File: src/rtl/vga_rx_pkg.sv
// vga_rx_pkg: shared types and constants for the VGA stream receiver.
//   state_e  - raster lock state (SEARCH, ACQUIRE, LOCKED)
//   pixel_t  - one RGB pixel as carried on the write port
//   sat_inc  - counter increment that sticks at the all-ones value
package vga_rx_pkg;

    localparam int unsigned CNT_W           = 11;
    localparam int unsigned RGB_W           = 10;
    localparam int unsigned DEF_H_ACT       = 640;
    localparam int unsigned DEF_V_ACT       = 480;
    localparam int unsigned DEF_LOCK_FRAMES = 2;
    localparam int unsigned DEF_ADDR_W      = 22;

    typedef enum logic [1:0] {
        SEARCH  = 2'd0,
        ACQUIRE = 2'd1,
        LOCKED  = 2'd2
    } state_e;

    typedef struct packed {
        logic [RGB_W-1:0] red;
        logic [RGB_W-1:0] green;
        logic [RGB_W-1:0] blue;
    } pixel_t;

    function automatic logic [CNT_W-1:0] sat_inc(input logic [CNT_W-1:0] v);
        return (&v) ? v : v + CNT_W'(1);
    endfunction

endpackage

File: src/rtl/vga_sync_edge.sv
// vga_sync_edge: two-stage sampler for one sync/blank line with edge pulses.
//   clk, rst : pixel clock, asynchronous active-high reset
//   d        : raw input level
//   s1       : stage-1 registered level
//   fall_c   : stage-2 high and stage-1 low (combinational)
//   rise_c   : stage-2 low and stage-1 high (combinational)
// RST_VAL is the idle level, so leaving reset never produces an edge.
module vga_sync_edge #(
    parameter logic RST_VAL = 1'b1
) (
    input  logic clk,
    input  logic rst,
    input  logic d,
    output logic s1,
    output logic fall_c,
    output logic rise_c
);

    logic s2;

    always_ff @(posedge clk or posedge rst) begin
        if (rst) begin
            s1 <= RST_VAL;
            s2 <= RST_VAL;
        end else begin
            s1 <= d;
            s2 <= s1;
        end
    end

    assign fall_c = s2 & ~s1;
    assign rise_c = ~s2 & s1;

endmodule

File: src/rtl/vga_stream_rx.sv
// vga_stream_rx: VGA pixel stream receiver feeding the frame-buffer write port.
//   iCLK, iRST              : pixel clock, asynchronous active-high reset
//   iHS, iVS                : active-low syncs; falling edges start line / frame
//   iBLANK, iRed/iGreen/iBlue : 1 = active video, with its pixel data
//   oRed/oGreen/oBlue, oCurrent_X/Y, oAddress, oWrite : write port, 2-cycle latency
//   oFrame_Start            : pulse per VS falling edge
//   oLocked                 : raster locked onto H_ACT x V_ACT
//   oH_Total, oV_Total      : measured clocks/line and lines/frame
//   oErr                    : pulse on a bad line or bad frame
module vga_stream_rx
    import vga_rx_pkg::*;
#(
    parameter int unsigned H_ACT       = DEF_H_ACT,
    parameter int unsigned V_ACT       = DEF_V_ACT,
    parameter int unsigned LOCK_FRAMES = DEF_LOCK_FRAMES,
    parameter int unsigned ADDR_W      = DEF_ADDR_W
) (
    input  logic              iCLK,
    input  logic              iRST,
    input  logic              iHS,
    input  logic              iVS,
    input  logic              iBLANK,
    input  logic [RGB_W-1:0]  iRed,
    input  logic [RGB_W-1:0]  iGreen,
    input  logic [RGB_W-1:0]  iBlue,
    output logic [RGB_W-1:0]  oRed,
    output logic [RGB_W-1:0]  oGreen,
    output logic [RGB_W-1:0]  oBlue,
    output logic [CNT_W-1:0]  oCurrent_X,
    output logic [CNT_W-1:0]  oCurrent_Y,
    output logic [ADDR_W-1:0] oAddress,
    output logic              oWrite,
    output logic              oFrame_Start,
    output logic              oLocked,
    output logic [CNT_W-1:0]  oH_Total,
    output logic [CNT_W-1:0]  oV_Total,
    output logic              oErr
);

    localparam int unsigned       GOOD_W   = $clog2(LOCK_FRAMES + 1);
    localparam logic [CNT_W-1:0]  H_LIM    = CNT_W'(H_ACT);
    localparam logic [CNT_W-1:0]  V_LIM    = CNT_W'(V_ACT);
    localparam logic [GOOD_W-1:0] GOOD_LIM = GOOD_W'(LOCK_FRAMES);

    state_e            state, state_nxt;
    logic [GOOD_W-1:0] good_cnt, good_nxt;
    logic [CNT_W-1:0]  h_cnt, line_cnt, x_cnt, y_cnt;
    logic              bad;
    pixel_t            pix_s1;

    logic blank_s1, hs_lvl, vs_lvl;
    logic line_start_c, frame_start_c, eol_c;
    logic hs_rise, vs_rise, blank_rise;
    logic unused_edges;

    logic [CNT_W-1:0]  x_cur_c, y_cur_c, y_line_c, line_inc_c;
    logic              eol_good_c, eol_bad_c, bad_line_c, frame_good_c;
    logic              frame_err_c, write_c;
    logic [ADDR_W-1:0] addr_c;

    vga_sync_edge #(.RST_VAL(1'b1)) u_hs (
        .clk(iCLK), .rst(iRST), .d(iHS),
        .s1(hs_lvl), .fall_c(line_start_c), .rise_c(hs_rise)
    );

    vga_sync_edge #(.RST_VAL(1'b1)) u_vs (
        .clk(iCLK), .rst(iRST), .d(iVS),
        .s1(vs_lvl), .fall_c(frame_start_c), .rise_c(vs_rise)
    );

    vga_sync_edge #(.RST_VAL(1'b0)) u_blank (
        .clk(iCLK), .rst(iRST), .d(iBLANK),
        .s1(blank_s1), .fall_c(eol_c), .rise_c(blank_rise)
    );

    // Sync levels and rising edges carry no information this receiver needs.
    assign unused_edges = ^{hs_lvl, vs_lvl, hs_rise, vs_rise, blank_rise};

    // Coordinate of the stage-1 pixel and end-of-line / end-of-frame verdicts.
    // The line verdict is folded in before the frame verdict so a BLANK fall
    // coinciding with a VS fall still counts toward the frame it closes.
    always_comb begin
        x_cur_c      = line_start_c ? '0 : x_cnt;
        y_cur_c      = frame_start_c ? '0 : y_cnt;
        eol_good_c   = eol_c && (x_cnt == H_LIM);
        eol_bad_c    = eol_c && (x_cnt != '0) && (x_cnt != H_LIM);
        y_line_c     = eol_good_c ? sat_inc(y_cnt) : y_cnt;
        bad_line_c   = bad | eol_bad_c;
        frame_good_c = !bad_line_c && (y_line_c == V_LIM);
        line_inc_c   = line_start_c ? sat_inc(line_cnt) : line_cnt;
        write_c      = (state_nxt == LOCKED) && blank_s1 &&
                       (x_cur_c < H_LIM) && (y_cur_c < V_LIM);
        addr_c       = ADDR_W'(y_cur_c) * ADDR_W'(H_ACT) + ADDR_W'(x_cur_c);
    end

    // Lock state register.
    always_ff @(posedge iCLK or posedge iRST) begin
        if (iRST) begin
            state    <= SEARCH;
            good_cnt <= '0;
        end else begin
            state    <= state_nxt;
            good_cnt <= good_nxt;
        end
    end

    // Lock next-state; only a frame start moves it. Frame errors are not
    // reported out of SEARCH since that frame was never tracked from its start.
    always_comb begin
        state_nxt   = state;
        good_nxt    = good_cnt;
        frame_err_c = 1'b0;
        if (frame_start_c) begin
            case (state)
                SEARCH: begin
                    state_nxt = ACQUIRE;
                    good_nxt  = '0;
                end
                ACQUIRE: begin
                    if (frame_good_c) begin
                        good_nxt = good_cnt + GOOD_W'(1);
                        if (good_nxt >= GOOD_LIM) begin
                            state_nxt = LOCKED;
                        end
                    end else begin
                        good_nxt    = '0;
                        frame_err_c = 1'b1;
                    end
                end
                LOCKED: begin
                    if (!frame_good_c) begin
                        state_nxt   = SEARCH;
                        frame_err_c = 1'b1;
                    end
                end
                default: state_nxt = SEARCH;
            endcase
        end
    end

    // Pixel stage, raster counters and registered outputs.
    always_ff @(posedge iCLK or posedge iRST) begin
        if (iRST) begin
            pix_s1       <= '0;
            h_cnt        <= '0;
            line_cnt     <= '0;
            x_cnt        <= '0;
            y_cnt        <= '0;
            bad          <= 1'b0;
            oRed         <= '0;
            oGreen       <= '0;
            oBlue        <= '0;
            oCurrent_X   <= '0;
            oCurrent_Y   <= '0;
            oAddress     <= '0;
            oWrite       <= 1'b0;
            oFrame_Start <= 1'b0;
            oLocked      <= 1'b0;
            oH_Total     <= '0;
            oV_Total     <= '0;
            oErr         <= 1'b0;
        end else begin
            pix_s1   <= {iRed, iGreen, iBlue};
            h_cnt    <= line_start_c ? '0 : sat_inc(h_cnt);
            line_cnt <= frame_start_c ? '0 : line_inc_c;
            x_cnt    <= blank_s1 ? sat_inc(x_cur_c) : x_cur_c;
            y_cnt    <= frame_start_c ? '0 : y_line_c;
            bad      <= frame_start_c ? 1'b0 : bad_line_c;

            if (line_start_c) begin
                oH_Total <= sat_inc(h_cnt);
            end
            if (frame_start_c) begin
                oV_Total <= line_inc_c;
            end

            oWrite       <= write_c;
            oFrame_Start <= frame_start_c;
            oErr         <= eol_bad_c | frame_err_c;
            oLocked      <= (state_nxt == LOCKED);

            // Port payload only moves with a write, so it never holds an
            // out-of-range coordinate.
            if (write_c) begin
                oRed       <= pix_s1.red;
                oGreen     <= pix_s1.green;
                oBlue      <= pix_s1.blue;
                oCurrent_X <= x_cur_c;
                oCurrent_Y <= y_cur_c;
                oAddress   <= addr_c;
            end
        end
    end

endmodule

File: config.mk
export PLATFORM = sky130hd
export DESIGN_NAME = vga_stream_rx
export DESIGN_NICKNAME = d
export VERILOG_FILES = /design/src/rtl/vga_rx_pkg.sv /design/src/rtl/vga_sync_edge.sv /design/src/rtl/vga_stream_rx.sv
export SDC_FILE = /design/constraint.sdc
export NUM_CORES = 1
export LEC_CHECK = 0
export CAP_MARGIN = 20
export CELL_PAD_IN_SITES_DETAIL_PLACEMENT = 0
export CELL_PAD_IN_SITES_GLOBAL_PLACEMENT = 1
export CORE_MARGIN = 5
export CORE_UTILIZATION = 43
export DETAILED_ROUTE_END_ITERATION = 7
export GPL_TIMING_DRIVEN = 0
export PLACE_DENSITY_LB_ADDON = 0.1
export SETUP_SLACK_MARGIN = 0.05
export SYNTH_ARGS = -nofsm -noshare
export SYNTH_HDL_FRONTEND = slang
export SYNTH_SLANG_ARGS = --single-unit
File: constraint.sdc
create_clock -name iCLK -period 6.9 [get_ports iCLK]
set_input_delay 1.38 -clock iCLK [delete_from_list [all_inputs] [get_ports iCLK]]
set_output_delay 1.38 -clock iCLK [all_outputs]
set_load 0.005 [all_outputs]
After elaboration in Yosys (flattened, before gate mapping)
Cells that the tools add are included.
{"block": "classes", "n_addsub": 6, "multipliers": 1, "div": 0, "magnitude_cmp": 3, "n_eq_ne": 6, "shifts": 0, "muxes": 23, "n_bitwise": 8, "reduce_logical": 17}
{"op": "11-bit two-way mux", "n": 12}
{"op": "11-bit by 1-bit adder with 11-bit output, second input constant", "n": 4}
{"op": "11-bit AND reduction", "n": 4}
{"op": "21-bit by 11-bit adder with 22-bit output", "n": 1}
{"op": "11-bit by 3-bit multiplier with 14-bit output, second input constant", "n": 1}
{"op": "11-bit by 10-bit equality test with 1-bit output, second input constant", "n": 1}
{"op": "11-bit by 9-bit equality test with 1-bit output, second input constant", "n": 1}
{"op": "11-bit by 10-bit < comparator with 1-bit output, second input constant", "n": 1}
{"op": "11-bit by 9-bit < comparator with 1-bit output, second input constant", "n": 1}
{"op": "11-bit by 10-bit inequality test with 1-bit output, second input constant", "n": 1}
{"op": "11-bit nonzero test", "n": 1}
{"op": "2-bit two-way mux", "n": 5}
{"op": "1-bit logical AND", "n": 7}
{"op": "2-bit one-hot mux with 3 select lines", "n": 1}
{"op": "2-bit equality test, second input constant", "n": 2}
{"op": "1-bit two-way mux", "n": 4}
{"op": "2-bit one-hot mux with 2 select lines", "n": 1}
{"op": "1-bit bitwise AND", "n": 3}
{"op": "1-bit inverter", "n": 3}
{"op": "2-bit by 1-bit adder with 2-bit output, second input constant", "n": 1}
{"op": "2-bit by 1-bit equality test with 1-bit output, second input constant", "n": 1}
{"op": "2-bit greater-or-equal comparator, second input constant", "n": 1}
{"op": "2-bit logical NOT", "n": 1}
{"op": "1-bit bitwise OR", "n": 2}
{"op": "4 further kinds", "n": 4}
{"block": "word_totals", "reg_bits": 185, "latch_bits": 0, "mem_bits_rw": 0, "romBits": 0, "input_bits": 35, "out_inout_bits": 100, "elab_cells": 92, "memories": 0}

Depth between registers and ports, before layout
{"block": "depth", "ltp_word": 14, "depth_mapped": 15, "mapped_depth_nobuf": 14}

Hierarchy
Synthesis repeated with hierarchy kept, for this count alone.
{"block": "hier_totals", "cells_unflattened": 703, "area_unflattened_um2": 8506.9}
{"mod": "vga_stream_rx", "n_inst": 1, "cells_per_inst": 688, "area_per_inst_um2": 8295.5, "seq_area_each_um2": 4304.1}
{"mod": "vga_sync_edge (u_hs ...)", "n_inst": 2, "cells_per_inst": 5, "area_per_inst_um2": 71.3, "seq_area_each_um2": 52.6}
{"mod": "vga_sync_edge (u_blank)", "n_inst": 1, "cells_per_inst": 5, "area_per_inst_um2": 68.8, "seq_area_each_um2": 50.0}

Worst setup path before layout
No wires, ideal clock.
{"block": "synth_timing", "path_kind": "register -> register", "start": "register u_vs.s1", "end": "register oAddress[20]", "setup_time_ns": 0.064, "arrival_ns": 3.687, "required_time_ns": 6.836, "path_slack_ns": 3.149, "path_stages_with_launch": 16, "n_path_buf": 1, "synth_period_minus_slack_ns": 3.751, "path_cell_list": "dfstp_2 > nand2b_1 > inv_1 > clkbuf_1 > nor2_1 > ha_1 > ha_1 > fa_1 > xor2_1 > nand2_1 > nor4_1 > nand3_1 > nand4b_1 > a211o_1 > nand3_1 > mux2_4"}
{"block": "synth_between", "elab_cells_between_ends": 11, "cone_classes": "add/sub: 1; mul: 1; order compare: 1; eq/ne: 1; mux: 2; bitwise: 2; reduce/logical: 3"}
{"item": "start, declared", "line_no": "vga_sync_edge.sv:14", "source": "output logic s1,"}
{"item": "start signal, assigned", "line_no": "vga_sync_edge.sv:23", "source": "s1 <= RST_VAL;"}
{"item": "start signal, assigned", "line_no": "vga_sync_edge.sv:26", "source": "s1 <= d;"}
{"item": "1-bit inverter *", "line_no": "vga_sync_edge.sv:31", "source": "assign fall_c = s2 & ~s1;"}
{"item": "1-bit bitwise AND *", "line_no": "vga_sync_edge.sv:31"}
{"item": "11-bit two-way mux *", "line_no": "vga_stream_rx.sv:84", "source": "y_cur_c = frame_start_c ? '0 : y_cnt;"}
{"item": "net y_cur_c[1]", "line_no": "vga_stream_rx.sv:56", "source": "logic [CNT_W-1:0] x_cur_c, y_cur_c, y_line_c, line_inc_c;"}
{"item": "11-bit by 3-bit multiplier with 14-bit output / 11-bit by 9-bit < comparator with 1-bit output (equally long branches)", "line_no": "vga_stream_rx.sv:93, vga_stream_rx.sv:92"}
{"item": "21-bit by 11-bit adder with 22-bit output / 1-bit logical AND (equally long branches)", "line_no": "vga_stream_rx.sv:93, vga_stream_rx.sv:92"}
{"item": "end signal, assigned", "line_no": "vga_stream_rx.sv:190", "source": "oAddress <= addr_c;"}
{"item": "end, declared", "line_no": "vga_stream_rx.sv:31", "source": "output logic [ADDR_W-1:0] oAddress,"}
Mark *: on every way through the listed nets, which the timed path passes. The rest lies on a longest branch.
A chain may end at the register's enable or synchronous reset.

Worst setup path in the final report
Same ends and word-level chain as after synthesis.

==> metrics.csv <==
stage,metric,value,unit
critical_path,crit path max fanout,10,
yosys,area share of fa/ha/maj cells after synthesis,4.937,%
drt,First-pass DRT Iterations,5,
sta,final setup violation count,0,
sta,RSZ-0062 raised after global routing,false,
yosys,asr flop ratio synth,100.0,%
clocking,clk buf depth,2,
yosys,Netlist cell types,63,
yosys,"EDFF count, synth",0,
floorplanning,Core Box Area,0.01933,mm2
drt,met3 wire length,909,um
sta,Layout Skew,20.56,ps
final_layout,synthesis-to-finish area growth,27.45,%
floorplanning,IO Count,135,
power_and_ir_drop,leakage power,4.873,nW
yosys,post-synth net total,780,
yosys,mux cell area share after synthesis,11.57,%
sta,fmax,216.5,MHz
critical_path,crit end category,register,
grt,total grt overflow,0,
floorplanning,Die X,149.9,um
drt,met2 WL,8582,um
grt,initial antenna violation count,0,
sta,WHS,363.0,ps
yosys,Synth Area in Compound Gates,7.331,%
clocking,H-tree depth,4,
final_layout,max reg flops,30,
critical_path,Setup CP Type,reg2reg,
clocking,"Reg clk slew, reported paths",70,ps
drt,via count,5830,
outcome,outcome,"complete, no violations",
final_layout,Top reg by flops,pix_s1,
final_layout,layout cells sized above 1,14.32,%
sta,fin. max-slew vios,0,
power_and_ir_drop,Cell Pwr Density,210.9,mW/mm2
clocking,Post-CTS Setup Bufs,0,
drt,WL/cell,16.38,um
drt,uppermost layer routed,met4,
power_and_ir_drop,maximum VDD drop,0.0001505,V
clocking,clk_lat worst skew,440,ps
placed_design,IO buf count,134,
sta,Hold Fails Final Rpt,0,
yosys,sequential share of the synthesized area,53.00,%
final_layout,most frequent cells in the layout,"dfrtp_1, clkdlybuf4s50_1, nor2_1, nand2_1, mux2_4",
yosys,Simple-Gate Fraction of Synth Area,14.48,%
floorplanning,Die Area,0.02247,mm2
yosys,Mapped Cells,713,
critical_path,arrival time at the worst endpoint,5000,ps
final_layout,most common library cell in the layout ignoring fill and taps,dfrtp_1,
final_layout,Largest regs,"pix_s1: 30 flops, oAddress: 15 flops",
drt,DRC,0,
min_path,Min-Delay Path Class,reg2reg,
floorplanning,Vert. Die Dim,149.9,um
clocking,CTS root buf,clkbuf_16,
yosys,ys flop type,dfrtp_1,
clocking,CTS Sinks,178,
grt,vias in the first global route,5951,
drt,DRT met1 WL,9053,um
final_layout,final std cells w/o fill,1145,
sta,Slew HR,54.98,%
clocking,CTS Hold Bufs,0,
sta,crit path time final,4620,ps
sta,measured slew at the worst slew-check pin,672.1,ps
floorplanning,Starting Density,43.52,%
clocking,CTS tree,yes,
drt,Total Wirelength,18760,um
power_and_ir_drop,"Power, Total",0.002262,W
drt,Initial DRC Count,285,
drt,post-route ant nets,0,
drt,Via density,5.092,
final_layout,final core occ,55.46,%
run,Max Cap Violations,0,
yosys,syn_area_per_cell,11.80,um2
placed_design,GPL Wtd Cong,0.8495,
final_layout,# nets final,934,
placed_design,DP Area,0.01012,mm2
yosys,Synth Warn #,0,
placed_design,DP Cell Count,1113,
yosys,Yosys reg bits,178,
grt,global-route wire length before repair,30840,um
grt,largest net degree at the start of global routing,134,
final_layout,final instance area,0.01072,mm2
grt,gr usage total,17.12,%
floorplanning,Core Rows,51,
clocking,"Gates resized, CTS repair",0,
yosys,XOR/XNOR Fraction of Synth Area,4.684,%
sta,Final Cycle Share,66.95,%
critical_path,Startpoint Class,register,
clocking,CTS Buf Count,17,
final_layout,diode count,0,
placed_design,dpl hpwl,13830,um
yosys,main combinational cell family by area after synthesis,simple AND/OR/NAND/NOR gates,
yosys,Post-Syn Area,0.008414,mm2
critical_path,Worst EP required,7280,ps
## worst max-delay path, cell delays in order (launching register included)
cell	delay (ps)
dfstp_2	520
nand2b_1	310
inv_1	210
clkbuf_1	300
nor2_1	510
ha_1	340
ha_1	240
fa_1	400
xor2_1	220
nand2_1	100
nor4_1	440
nand3_1	190
nand4b_1	260
a211o_1	300
nand3_1	90
mux2_4	140
## final timing paths
kind | from | to | slack (ps) | cells after the start
max | u_vs.s1$_DFF_PP1_ | oAddress[20]$_DFFE_PP0P_ | 2280 | 15
min | u_vs.s1$_DFF_PP1_ | u_vs.s2$_DFF_PP1_ | 360 | 0
max reg2reg | u_vs.s1$_DFF_PP1_ | oAddress[20]$_DFFE_PP0P_ | 2280 | 15
min reg2reg | u_vs.s1$_DFF_PP1_ | u_vs.s2$_DFF_PP1_ | 360 | 0
max in group asynchronous | iRST | oCurrent_Y[7]$_DFFE_PP0P_ | 4610 | 3
min in group asynchronous | iRST | pix_s1[20]$_DFF_PP0_ | 1340 | 2
## per-stage QoR
stage               TNS (ps)  worst slack (ps)
finish                     0              2280
global route               0              1886
CTS                        0              2175
detailed placement         0              2201
global placement     -252880             -1467
floorplan                  0             696.4
## synth_stat cells, drive strengths merged (3+ instances only)
cell type	count	share of area (%)
clkbuf	13	0.58
mux2i	8	0.95
o21ai	37	2.2
nand2	63	2.8
nor2b	5	0.37
a31oi	7	0.52
inv	19	0.85
and3	13	0.97
and2	22	1.6
mux2	61	11
nor3	7	0.42
and4	5	0.52
xor2	21	2.2
nor4	5	0.55
dfrtp	174	52
or3	3	0.28
nand2b	9	0.67
nand4	12	0.89
a211oi	6	0.54
a2111oi	3	0.39
xnor2	24	2.5
a21o	5	0.45
ha	30	4.5
nor2	63	2.8
a21oi	15	0.94
nand3	26	1.6
dfstp	4	1.2
o21bai	3	0.27
buf	19	2.5
o31ai	3	0.33
## cell type report
cell class | count | area (um2)
plain buffers | 32 | 256.5
clock inverters | 14 | 162.7
well taps | 265 | 331.6
inverters | 20 | 87.58
clock buffers | 18 | 439.2
fillers | 1666 | 8611
flip-flops and latches | 178 | 4459
repair buffers | 135 | 1369
multi-input cells | 483 | 3618
## layer usage
layer,vias to the layer above,track usage (%)
li1,2786,-
met1,2877,24.07
met2,152,26.72
met3,15,3.998
met4,0,4.666
met5,-,0
## cells by family (layout without fill, tap and decap cells)
kind of cell	count (synthesis)	count (layout)
AND/OR/NAND/NOR	242	242
flip-flops	178	178
AO/OA/AOI/OAI	95	95
multiplexers	69	69
buffers and inverters	52	219
XOR/XNOR	45	45
adder cells (fa/ha/maj)	32	32
## where the power goes
group          total, W  leakage, nW  internal [W]  switching [W]
Clock          0.000970        0.294      0.000526       0.000444
Combinational  0.000165         2.21     0.0000789      0.0000856
Sequential      0.00113         2.37       0.00109      0.0000366
Power figures use the tool's default switching activity.
